File: config.mk
export PLATFORM = sky130hd
export DESIGN_NAME = fetch_unit_flat
export DESIGN_NICKNAME = d
export VERILOG_FILES = /design/src/rtl/fetch_pkg.sv /design/src/rtl/fetch_if.sv /design/src/rtl/fetch_fifo.sv /design/src/rtl/fetch_unit.sv /design/src/flat_wrapper.sv
export SDC_FILE = /design/constraint.sdc
export NUM_CORES = 1
export LEC_CHECK = 0
export BUFFER_PORTS_ARGS = -buffer_cell sky130_fd_sc_hd__buf_2
export CAP_MARGIN = 10
export CELL_PAD_IN_SITES_DETAIL_PLACEMENT = 1
export CELL_PAD_IN_SITES_GLOBAL_PLACEMENT = 1
export CORE_MARGIN = 2
export CORE_UTILIZATION = 30
export CTS_CLUSTER_SIZE = 16
export DETAILED_ROUTE_END_ITERATION = 10
export GPL_TIMING_DRIVEN = 0
export PLACE_DENSITY = 0.51
export SLEW_MARGIN = 20
export SYNTH_ARGS = -nofsm -noshare
export SYNTH_HDL_FRONTEND = slang
export SYNTH_SLANG_ARGS = --single-unit
File: constraint.sdc
create_clock -name clk -period 3.2 [get_ports clk]
set_input_delay 0.16 -clock clk [delete_from_list [all_inputs] [get_ports clk]]
set_output_delay 0.16 -clock clk [all_outputs]
set_load 0.03 [all_outputs]
File: src/rtl/fetch_pkg.sv
// Shared types and constants for the instruction fetch front end.
package fetch_pkg;

  localparam int INSTR_W = 32;
  localparam int ADDR_W  = 32;
  localparam logic [ADDR_W-1:0] PC_STEP          = 32'd4;
  localparam logic [ADDR_W-1:0] RESET_PC_DEFAULT = 32'h0000_0000;

  // One prefetched instruction together with the address it came from.
  typedef struct packed {
    logic [ADDR_W-1:0]  pc;
    logic [INSTR_W-1:0] instr;
  } fetch_entry_t;

  // Fetch addresses are always whole words; low byte-offset bits are dropped.
  function automatic logic [ADDR_W-1:0] word_align(input logic [ADDR_W-1:0] addr);
    return {addr[ADDR_W-1:2], 2'b00};
  endfunction

endpackage

File: src/rtl/fetch_if.sv
// Instruction memory channel between the fetch unit (master) and memory (slave).
// Handshake: a request transfers on a rising edge where imem_req_valid and
// imem_req_ready are both high; while valid is high and ready is low the
// address is held. Responses come back in request order, one per
// imem_rsp_valid cycle, and cannot be back-pressured.
interface fetch_if;

  logic                         imem_req_valid;
  logic                         imem_req_ready;
  logic [fetch_pkg::ADDR_W-1:0] imem_req_addr;
  logic                         imem_rsp_valid;
  logic [fetch_pkg::INSTR_W-1:0] imem_rsp_data;

  modport master (
    output imem_req_valid,
    output imem_req_addr,
    input  imem_req_ready,
    input  imem_rsp_valid,
    input  imem_rsp_data
  );

  modport slave (
    input  imem_req_valid,
    input  imem_req_addr,
    output imem_req_ready,
    output imem_rsp_valid,
    output imem_rsp_data
  );

endinterface

File: src/rtl/fetch_fifo.sv
// Prefetch FIFO of {pc, instr} entries: synchronous push/pop/clear,
// registered count. Push and pop together keep the count unchanged, also
// when full (slot is recycled) or empty (push data bypasses to head).
module fetch_fifo
  import fetch_pkg::*;
#(
  parameter int DEPTH = 4
) (
  input  logic                   clk,
  input  logic                   rst_n,
  input  logic                   clear,
  input  logic                   push,
  input  fetch_entry_t           push_data,
  input  logic                   pop,
  output fetch_entry_t           head,
  output logic                   full,
  output logic                   empty,
  output logic [$clog2(DEPTH):0] count
);

  localparam int PTR_W = $clog2(DEPTH);
  localparam int CNT_W = PTR_W + 1;

  fetch_entry_t     mem [DEPTH];
  logic [PTR_W-1:0] wr_ptr;
  logic [PTR_W-1:0] rd_ptr;
  logic             do_push;
  logic             do_pop;

  assign full    = (count == CNT_W'(DEPTH));
  assign empty   = (count == '0);
  assign do_push = push && (!full || pop);
  assign do_pop  = pop && (!empty || push);
  assign head    = empty ? push_data : mem[rd_ptr];

  // Storage write; power-of-two depth lets the pointers wrap naturally.
  always_ff @(posedge clk) begin
    if (do_push && !clear) mem[wr_ptr] <= push_data;
  end

  // Pointer and occupancy bookkeeping.
  always_ff @(posedge clk or negedge rst_n) begin
    if (!rst_n) begin
      wr_ptr <= '0;
      rd_ptr <= '0;
      count  <= '0;
    end else if (clear) begin
      wr_ptr <= '0;
      rd_ptr <= '0;
      count  <= '0;
    end else begin
      if (do_push) wr_ptr <= wr_ptr + PTR_W'(1);
      if (do_pop)  rd_ptr <= rd_ptr + PTR_W'(1);
      if (do_push && !do_pop)      count <= count + CNT_W'(1);
      else if (do_pop && !do_push) count <= count - CNT_W'(1);
    end
  end

endmodule

File: src/rtl/fetch_unit.sv
// Instruction fetch front end: in-order word requests with credit-based
// flow control, prefetch FIFO and IF/ID register with stall and redirect.
// Optional feature macro: FETCH_BUBBLE_CNT_EN adds the bubble_cnt counter/port.
module fetch_unit
  import fetch_pkg::*;
#(
  parameter logic [ADDR_W-1:0] RESET_PC   = RESET_PC_DEFAULT,
  parameter int                FIFO_DEPTH = 4
) (
  input  logic               clk,
  input  logic               rst_n,
  fetch_if.master            imem,
  input  logic               redirect_valid,
  input  logic [ADDR_W-1:0]  redirect_pc,
  input  logic               id_stall,
  output logic               ifid_valid,
  output logic [INSTR_W-1:0] ifid_instr,
  output logic [ADDR_W-1:0]  ifid_pc
`ifdef FETCH_BUBBLE_CNT_EN
  ,
  output logic [31:0]        bubble_cnt
`endif
);

  localparam int CNT_W = $clog2(FIFO_DEPTH) + 1;
  localparam logic [CNT_W:0] DEPTH_LIM = (CNT_W + 1)'(FIFO_DEPTH);

  logic [ADDR_W-1:0] pc;
  logic [ADDR_W-1:0] rsp_pc;       // pc tag of the next response kept
  logic [CNT_W-1:0]  outstanding;
  logic [CNT_W-1:0]  outstanding_next;
  logic [CNT_W-1:0]  drop;
  logic [CNT_W-1:0]  fifo_count;
  logic [CNT_W:0]    credit_sum;
  logic              fifo_full;
  logic              fifo_empty;
  logic              req_fire;
  logic              rsp_keep;
  logic              fifo_pop;
  fetch_entry_t      fifo_head;
  fetch_entry_t      fifo_in;

  // Credits come from registered state only, so every accepted request is
  // guaranteed a FIFO slot when its response returns.
  assign credit_sum          = {1'b0, outstanding} + {1'b0, fifo_count};
  assign imem.imem_req_valid = rst_n && !redirect_valid && !fifo_full &&
                               (credit_sum < DEPTH_LIM);
  assign imem.imem_req_addr  = pc;
  assign req_fire            = imem.imem_req_valid && imem.imem_req_ready;

  assign outstanding_next = outstanding + CNT_W'(req_fire) - CNT_W'(imem.imem_rsp_valid);

  // A response in a redirect cycle belongs to the flushed stream.
  assign rsp_keep       = imem.imem_rsp_valid && (drop == '0) && !redirect_valid;
  assign fifo_in.pc     = rsp_pc;
  assign fifo_in.instr  = imem.imem_rsp_data;
  assign fifo_pop       = !redirect_valid && !id_stall && !fifo_empty;

  fetch_fifo #(.DEPTH(FIFO_DEPTH)) u_fifo (
    .clk       (clk),
    .rst_n     (rst_n),
    .clear     (redirect_valid),
    .push      (rsp_keep),
    .push_data (fifo_in),
    .pop       (fifo_pop),
    .head      (fifo_head),
    .full      (fifo_full),
    .empty     (fifo_empty),
    .count     (fifo_count)
  );

  // Fetch pc, response tag, in-flight and discard bookkeeping.
  always_ff @(posedge clk or negedge rst_n) begin
    if (!rst_n) begin
      pc          <= RESET_PC;
      rsp_pc      <= RESET_PC;
      outstanding <= '0;
      drop        <= '0;
    end else begin
      outstanding <= outstanding_next;
      if (redirect_valid) begin
        pc     <= word_align(redirect_pc);
        rsp_pc <= word_align(redirect_pc);
        drop   <= outstanding_next;
      end else begin
        if (req_fire) pc <= pc + PC_STEP;
        if (imem.imem_rsp_valid) begin
          if (drop != '0) drop <= drop - CNT_W'(1);
          else            rsp_pc <= rsp_pc + PC_STEP;
        end
      end
    end
  end

  // IF/ID register: redirect kills it, stall holds it, otherwise load or bubble.
  always_ff @(posedge clk or negedge rst_n) begin
    if (!rst_n) begin
      ifid_valid <= 1'b0;
      ifid_instr <= '0;
      ifid_pc    <= '0;
    end else if (redirect_valid) begin
      ifid_valid <= 1'b0;
    end else if (!id_stall) begin
      if (!fifo_empty) begin
        ifid_valid <= 1'b1;
        ifid_instr <= fifo_head.instr;
        ifid_pc    <= fifo_head.pc;
      end else begin
        ifid_valid <= 1'b0;
      end
    end
  end

`ifdef FETCH_BUBBLE_CNT_EN
  logic [31:0] bubble_q;

  // Count unstalled cycles in which decode sees no instruction; saturating.
  always_ff @(posedge clk or negedge rst_n) begin
    if (!rst_n) begin
      bubble_q <= '0;
    end else if (!ifid_valid && !id_stall && (bubble_q != 32'hFFFF_FFFF)) begin
      bubble_q <= bubble_q + 32'd1;
    end
  end

  assign bubble_cnt = bubble_q;
`endif

endmodule

File: src/flat_wrapper.sv
// flat-port wrapper written by rule: the top's interface ports become plain ports
module fetch_unit_flat import fetch_pkg::*;
#(
  parameter logic [ADDR_W-1:0] RESET_PC   = RESET_PC_DEFAULT,
  parameter int                FIFO_DEPTH = 4
)
  (clk, rst_n, redirect_valid, redirect_pc, id_stall, ifid_valid, ifid_instr, ifid_pc, imem_imem_req_valid, imem_imem_req_addr, imem_imem_req_ready, imem_imem_rsp_valid, imem_imem_rsp_data);
  fetch_if imem_i ();
  input  logic clk;
  input  logic rst_n;
  input  logic redirect_valid;
  input  logic [ADDR_W-1:0] redirect_pc;
  input  logic id_stall;
  output logic ifid_valid;
  output logic [INSTR_W-1:0] ifid_instr;
  output logic [ADDR_W-1:0] ifid_pc;
  output wire logic [$bits(imem_i.imem_req_valid)-1:0] imem_imem_req_valid;
  output wire logic [$bits(imem_i.imem_req_addr)-1:0] imem_imem_req_addr;
  input wire logic [$bits(imem_i.imem_req_ready)-1:0] imem_imem_req_ready;
  input wire logic [$bits(imem_i.imem_rsp_valid)-1:0] imem_imem_rsp_valid;
  input wire logic [$bits(imem_i.imem_rsp_data)-1:0] imem_imem_rsp_data;
  assign imem_imem_req_valid = imem_i.imem_req_valid;
  assign imem_imem_req_addr = imem_i.imem_req_addr;
  assign imem_i.imem_req_ready = imem_imem_req_ready;
  assign imem_i.imem_rsp_valid = imem_imem_rsp_valid;
  assign imem_i.imem_rsp_data = imem_imem_rsp_data;
  fetch_unit #(.RESET_PC(RESET_PC), .FIFO_DEPTH(FIFO_DEPTH)) u_core (.clk(clk), .rst_n(rst_n), .imem(imem_i), .redirect_valid(redirect_valid), .redirect_pc(redirect_pc), .id_stall(id_stall), .ifid_valid(ifid_valid), .ifid_instr(ifid_instr), .ifid_pc(ifid_pc));
endmodule
---- Word-level counts from Yosys, hierarchy flattened ----
Memories as Yosys holds them, arrays and structs flattened. A register that Yosys moved wholly into a read port is not among the register bits.
Index checks and enable logic that the tools add are counted.
W data, S select, Z words.
storage, ports and cells
  input bits .............................. 70
  bits in read-only memories .............. 0
  bits in latches ......................... 0
  memories ................................ 1
  bits in writable memories ............... 256
  flip-flop bits (word level) ............. 78
  word-level logic and storage cells ...... 80
memory list
  memory             words  bits a word  read ports  clocked after memory_dff  write ports  line              source
  u_core.u_fifo.mem  4      64           1           1                         1            fetch_fifo.sv:24  fetch_entry_t mem [DEPTH];
operators by class
  $lt $le $gt $ge ......................... 1
  $add $sub $neg .......................... 10
  div/mod/pow operators ................... 0
  equal/unequal tests ..................... 3
  bitwise gates (word level) .............. 3
  reduce and logical (&&, ||, !) cells .... 34
  multiply operators ...................... 0
  muxes and demuxes ....................... 20
  shifts and indexed selects .............. 0
operator list
  kind                     number
  $mux W32                 5
  $add A32 B3 Y32 const B  2
  $mux W3                  6
  $logic_and A1 B1 Y1      13
  $reduce_bool A2 Y1       5
  $mux W2                  4
  $logic_not A1 Y1         7
  $logic_not A3 Y1         2
  $reduce_bool A3 Y1       2
  $sub A3 B1 Y3 const B    2
  $mux W1                  5
  $add A2 B1 Y2 const B    2
  $add A3 B3 Y4            1
  $lt A4 B3 Y1 const B     1
  $ne A2 B2 Y1 const B     2
  $reduce_and A2 Y1        2
  $add A3 B1 Y3            1
  $add A3 B1 Y3 const B    1
  $eq A3 B3 Y1 const B     1
  $not A1 Y1               3
  $reduce_and A3 Y1        1
  $sub A3 B1 Y3            1
  $logic_or A1 B1 Y1       2

---- Longest topological paths before layout ----
  depth in word-level cells ............... 10
  depth in mapped cells ................... 12
  mapped depth without buffers ............ 10

---- Modules after synthesis ----
A second synthesis with hierarchy kept.
unflattened totals
  cells, all modules ...................... 1,008
  area total of the unflattened synthesis .. 16,736.1 um2
by module, submodules not included
  module      area each (um2)  cells an instance  instances  seq. area each (um2)
  fetch_fifo  10,530.1         463                1          7,862.5
  fetch_unit  6,206.0          545                1          3,278.1

---- Worst setup path before layout ----
OpenSTA, ideal clock, no wires.
  kind .................................... register -> register
  start ................................... register u_core.drop[0]
  end ..................................... memory u_core.u_fifo.mem[1][0] (netlist bit), enable pin
  period minus slack after synthesis ...... 3.319 ns
  setup slack ............................. -0.119 ns
  arrival time ............................ 2.893 ns
  path buffers ............................ 0
  required time ........................... 2.774 ns
  stages on the path, launching flop included .. 6
  path through ............................ dfrtp_1 > inv_1 > ha_1 > nand3b_1 > a311oi_1 > and2_1
on the way
  longest elaborated chain between the ends .. 7
ends and longest elaborated chain
  item                               line              source
  start, declared                    fetch_unit.sv:32  logic [CNT_W-1:0] drop;
  start signal, assigned             fetch_unit.sv:84  drop <= outstanding_next;
  start signal, assigned             fetch_unit.sv:88  if (drop != '0) drop <= drop - CNT_W'(1);
  $logic_not A3 Y1                   fetch_unit.sv:54  assign rsp_keep = imem.imem_rsp_valid && (drop == '0) && !redirect_valid;
  $logic_and A1 B1 Y1 (2 in series)  fetch_unit.sv:54
  $logic_and A1 B1 Y1                fetch_fifo.sv:32  assign do_push = push && (!full || pop);
  $logic_and A1 B1 Y1                fetch_fifo.sv:38  if (do_push && !clear) mem[wr_ptr] <= push_data;
  $mux W1                            fetch_fifo.sv:38
  $mux W1 (not written as such)      fetch_fifo.sv:38
  end, declared                      fetch_fifo.sv:24
Every way passes these cells.

---- Final worst setup path ----
  start ................................... input rst_n
  end ..................................... register u_core.drop[2]
on the way
  longest elaborated chain between the ends .. 7
ends and longest elaborated chain
  item                               line                source
  start, declared                    flat_wrapper.sv:10  input logic rst_n;
  $logic_and A1 B1 Y1 (3 in series)  fetch_unit.sv:46    assign imem.imem_req_valid = rst_n && !redirect_valid && !fifo_full &&
  $logic_and A1 B1 Y1                fetch_unit.sv:49    assign req_fire = imem.imem_req_valid && imem.imem_req_ready;
  $add A3 B1 Y3                      fetch_unit.sv:51    assign outstanding_next = outstanding + CNT_W'(req_fire) - CNT_W'(imem.imem_rsp_valid);
  $sub A3 B1 Y3                      fetch_unit.sv:51
  via u_core.outstanding_next[2]     fetch_unit.sv:31    logic [CNT_W-1:0] outstanding_next;
  $mux W3                            fetch_unit.sv:81    if (redirect_valid) begin
The timed path passes the listed nets, and every way through them passes these cells.
A chain may end at the register's enable or synchronous reset.

==> impl_metrics.csv <==
group,metric,value,unit
synth,ys_seq_area_share,69.4,%
synth,synthArstFlopShare,35.4,%
placed_design,place_area,17500,um^2
worst_setup_path,critPathLaunchType,"input pin",
synth,synth_top_family_by_area,"multiplexers",
floorplan,num_rows,83,
timing,drv_slew,0,
global_routing,first_global_vias,9901,
synth,syn_avg_cell_area,17.3,um^2
final_layout,stdcell_count,1907,
synth,yosys.area.top_type,"edfxtp_1",
timing,hold_viol,0,
worst_setup_path,crit_path_start,"rst_n",
worst_setup_path,r2r-start,"u_core.u_fifo.count[0]",
synth,synth_adder_area_share,1.22,%
placed_design,placed_cells,1753,
timing,period_share,91.4,%
route,drt_iter0_drc,351,
synth,synth_edf_count,248,
synth,synthTopCellsByCount,"edfxtp_1 (248), dfrtp_1 (136), mux2_2 (94)",
clock_tree,clock_tree.htree_level_count,2,
route,wl_per_cell,21.4,um
global_routing,grt_overflow,0,
route,ant_nets,0,
flow_run,maxCapViolCount,0,
power,p_per_area,779,nW/um^2
timing,setup_viol,0,
worst_setup_path,worstPathMaxFanout,29,
final_layout,final_nets,1275,
worst_setup_path,endpoint_kind,"flip-flop",
timing,fin_skew,0.0252,ns
floorplan,top_level_ports,168,
clock_tree,clk_pin_slew,0.06,ns
synth,synth_area_leaders,"edfxtp_1 (48%), dfrtp_1 (22%), mux4_2 (8.9%)",
timing,worst_pin_slew,0.899,ns
route,first_pass_iters,4,
clock_tree,clkSinkCount,384,
global_routing,grt_pass1_wl,62500,um
worst_hold_path,hp-class,"in -> reg",
timing,timing.setup.tns,0,ns
global_routing,grt_usage,15.6,%
power,peakVddDrop,367,uV
clock_tree,clk_path_buf_depth,3,
route,wl,40900,um
synth,ys_ff_latch,384,
timing,grt_setup_unrepaired,"false",
synth,synth_compound_area_share,2.18,%
route,drc,0,
worst_hold_path,hold_start,"imem_imem_rsp_valid",
route,vias,8943,
clock_tree,cts-buffers-inserted,45,
final_layout,final_util,38.4,%
global_routing,grt_max_degree,59,
clock_tree,clk_latency,0.58,ns
synth,synthCells,904,
worst_setup_path,cp_data_arrival_time,3.42,ns
final_layout,layout-drive-gt1-share,35.0,%
timing,fin_crit,2.93,ns
floorplan,core_area,51400,um^2
synth,synthDistinctLibCells,59,
final_layout,n_antenna_cell,0,
synth,synth_mux_area_share,16.1,%
timing,relSlewSlack,40.1,%
placed_design,gp_congestion,0.751,
floorplan,die_h,232,um
synth,yosysTopAreaCellShare,47.6,%
route,viasPerCell,4.69,
final_layout,area_growth,26.1,%
placed_design,dp_hpwl,26300,um
clock_tree,clock-root-buffer,"clkbuf_16",
timing,fin_hold_ws,0.0341,ns
worst_setup_path,path_class,"in -> reg",
synth,yosys.area_share.simple,6.51,%
synth,syn_area,15600,um^2
global_routing,antenna_found_initial,2,
timing,max_freq,342,MHz
synth,yosysMostFrequentCell,"edfxtp_1",
synth,synth-xor-area-share,2.80,%
worst_setup_path,cp.required,3.69,ns
clock_tree,cts_tree,"yes",
placed_design,io_buffers,160,
final_layout,postLayoutCellArea,19700,um^2
floorplan,start_util,30.4,%
synth,ys_warn_count,0,
floorplan,die_w,232,um
clock_tree,cts_setup_buffers,0,
outcome,status,"complete, no violations",
floorplan,dieArea,54000,um^2
synth,synth_top_flop_cell,"edfxtp_1",
power,cellLeakagePower,7.22,nW
critical path: stages:
cell and delay, ns:
dlygate4sd3_1 0.56, buf_8 0.12, buf_16 0.10, buf_16 0.09, buf_12 0.11, buf_16 0.13, buf_16 0.18, and3b_1 0.21
nand4_2 0.21, buf_6 0.22, inv_2 0.06, buf_6 0.15, ha_1 0.17, inv_1 0.05, fa_1 0.37, xnor2_1 0.27
nand2_1 0.08, o21ai_0 0.10
where the power goes:
part           internal [mW]  switching [mW]
combinational           1.66            2.33
clock                   2.81            2.11
sequential              5.98           0.455
total                   10.5            4.90
path summary, 6_finish.rpt:
check	endpoint	slack (ns)	cells after the start
max in group asynchronous	u_core.ifid_instr[29]	1.86	8
worst min-delay path	u_core.drop[2]	0.03	4
min in group asynchronous	u_core.ifid_pc[4]	0.56	7
worst max-delay path	u_core.drop[2]	0.27	18
worst min register to register	u_core.ifid_pc[23]	0.50	1
worst max register to register	u_core.u_fifo.count[2]	0.31	9
stage by stage:
step	power [mW]	setup WS [ns]
6_report	15.4	0.274
5_1_grt	16.2	0.0253
4_1_cts	15.6	0.0769
3_5_place_dp	10.5	-0.589
3_3_place_gp	10.5	-2.21
2_1_floorplan	9.19	0.529
flip-flops by register name (all words and copies together) (netlist names):
signal	cells
u_core.drop	3
u_core.ifid_instr	32
u_core.ifid_pc	30
u_core.u_fifo.rd_ptr	2
u_core.imem.imem_req_addr	30
u_core.u_fifo.count	3
u_core.ifid_valid	1
u_core.rsp_pc	30
u_core.outstanding	3
u_core.u_fifo.wr_ptr	2
u_core.u_fifo.mem	248
repair_timing:
item | CTS | global route
resized for setup | 3 | 3
hold endpoints to repair | 268 | 0
endpoints found under the setup margin | 2 | 158
hold buffers | 70 | 0
pin swaps | 0 | 0
cloned | 0 | 1
layout by cell type (no fill, tap or decap), types with 16 or more instances in the layout:
cell	synthesis	layout
buf_2	13	172
clkbuf_1	22	29
clkbuf_16	0	46
dfrtp_1	136	136
dlygate4sd3_1	0	64
edfxtp_1	248	248
inv_1	16	16
mux2_2	94	94
mux4_2	62	62
nand2_1	46	46
nand3_1	25	25
nand4_1	19	19
nor2_1	16	16
nor3_1	17	16
xnor2_1	29	29
xor2_1	21	21
area by class of cell:
class / count / area [um^2]
Buffer: 43 / 218
Clock buffer: 57 / 1190
Clock inverter: 26 / 218
Fill cell: 5208 / 31700
Inverter: 18 / 67.6
Multi-Input combinational cell: 462 / 4540
Sequential cell: 384 / 10900
Tap cell: 680 / 851
Timing Repair Buffer: 237 / 1780
routing by layer:
| metal | part of all wire [%] | global-route usage [%] |
|---|---|---|
| met2 | 48 | 25.5 |
| met3 | 4.0 | 3.30 |
| met5 | 0.024 | 0 |
| met4 | 1.5 | 3.79 |
| met1 | 46 | 21.1 |
cells by family (layout without fill, tap and decap cells):
family / Yosys count / in the layout
other: 1 / 4
multiplexers: 162 / 162
AND/OR/NAND/NOR: 181 / 181
buffers and inverters: 61 / 381
XOR/XNOR: 50 / 50
flip-flops: 384 / 384
AO/OA/AOI/OAI: 51 / 51
adder cells (fa/ha/maj): 14 / 14
Power figures use the tool's default switching activity.
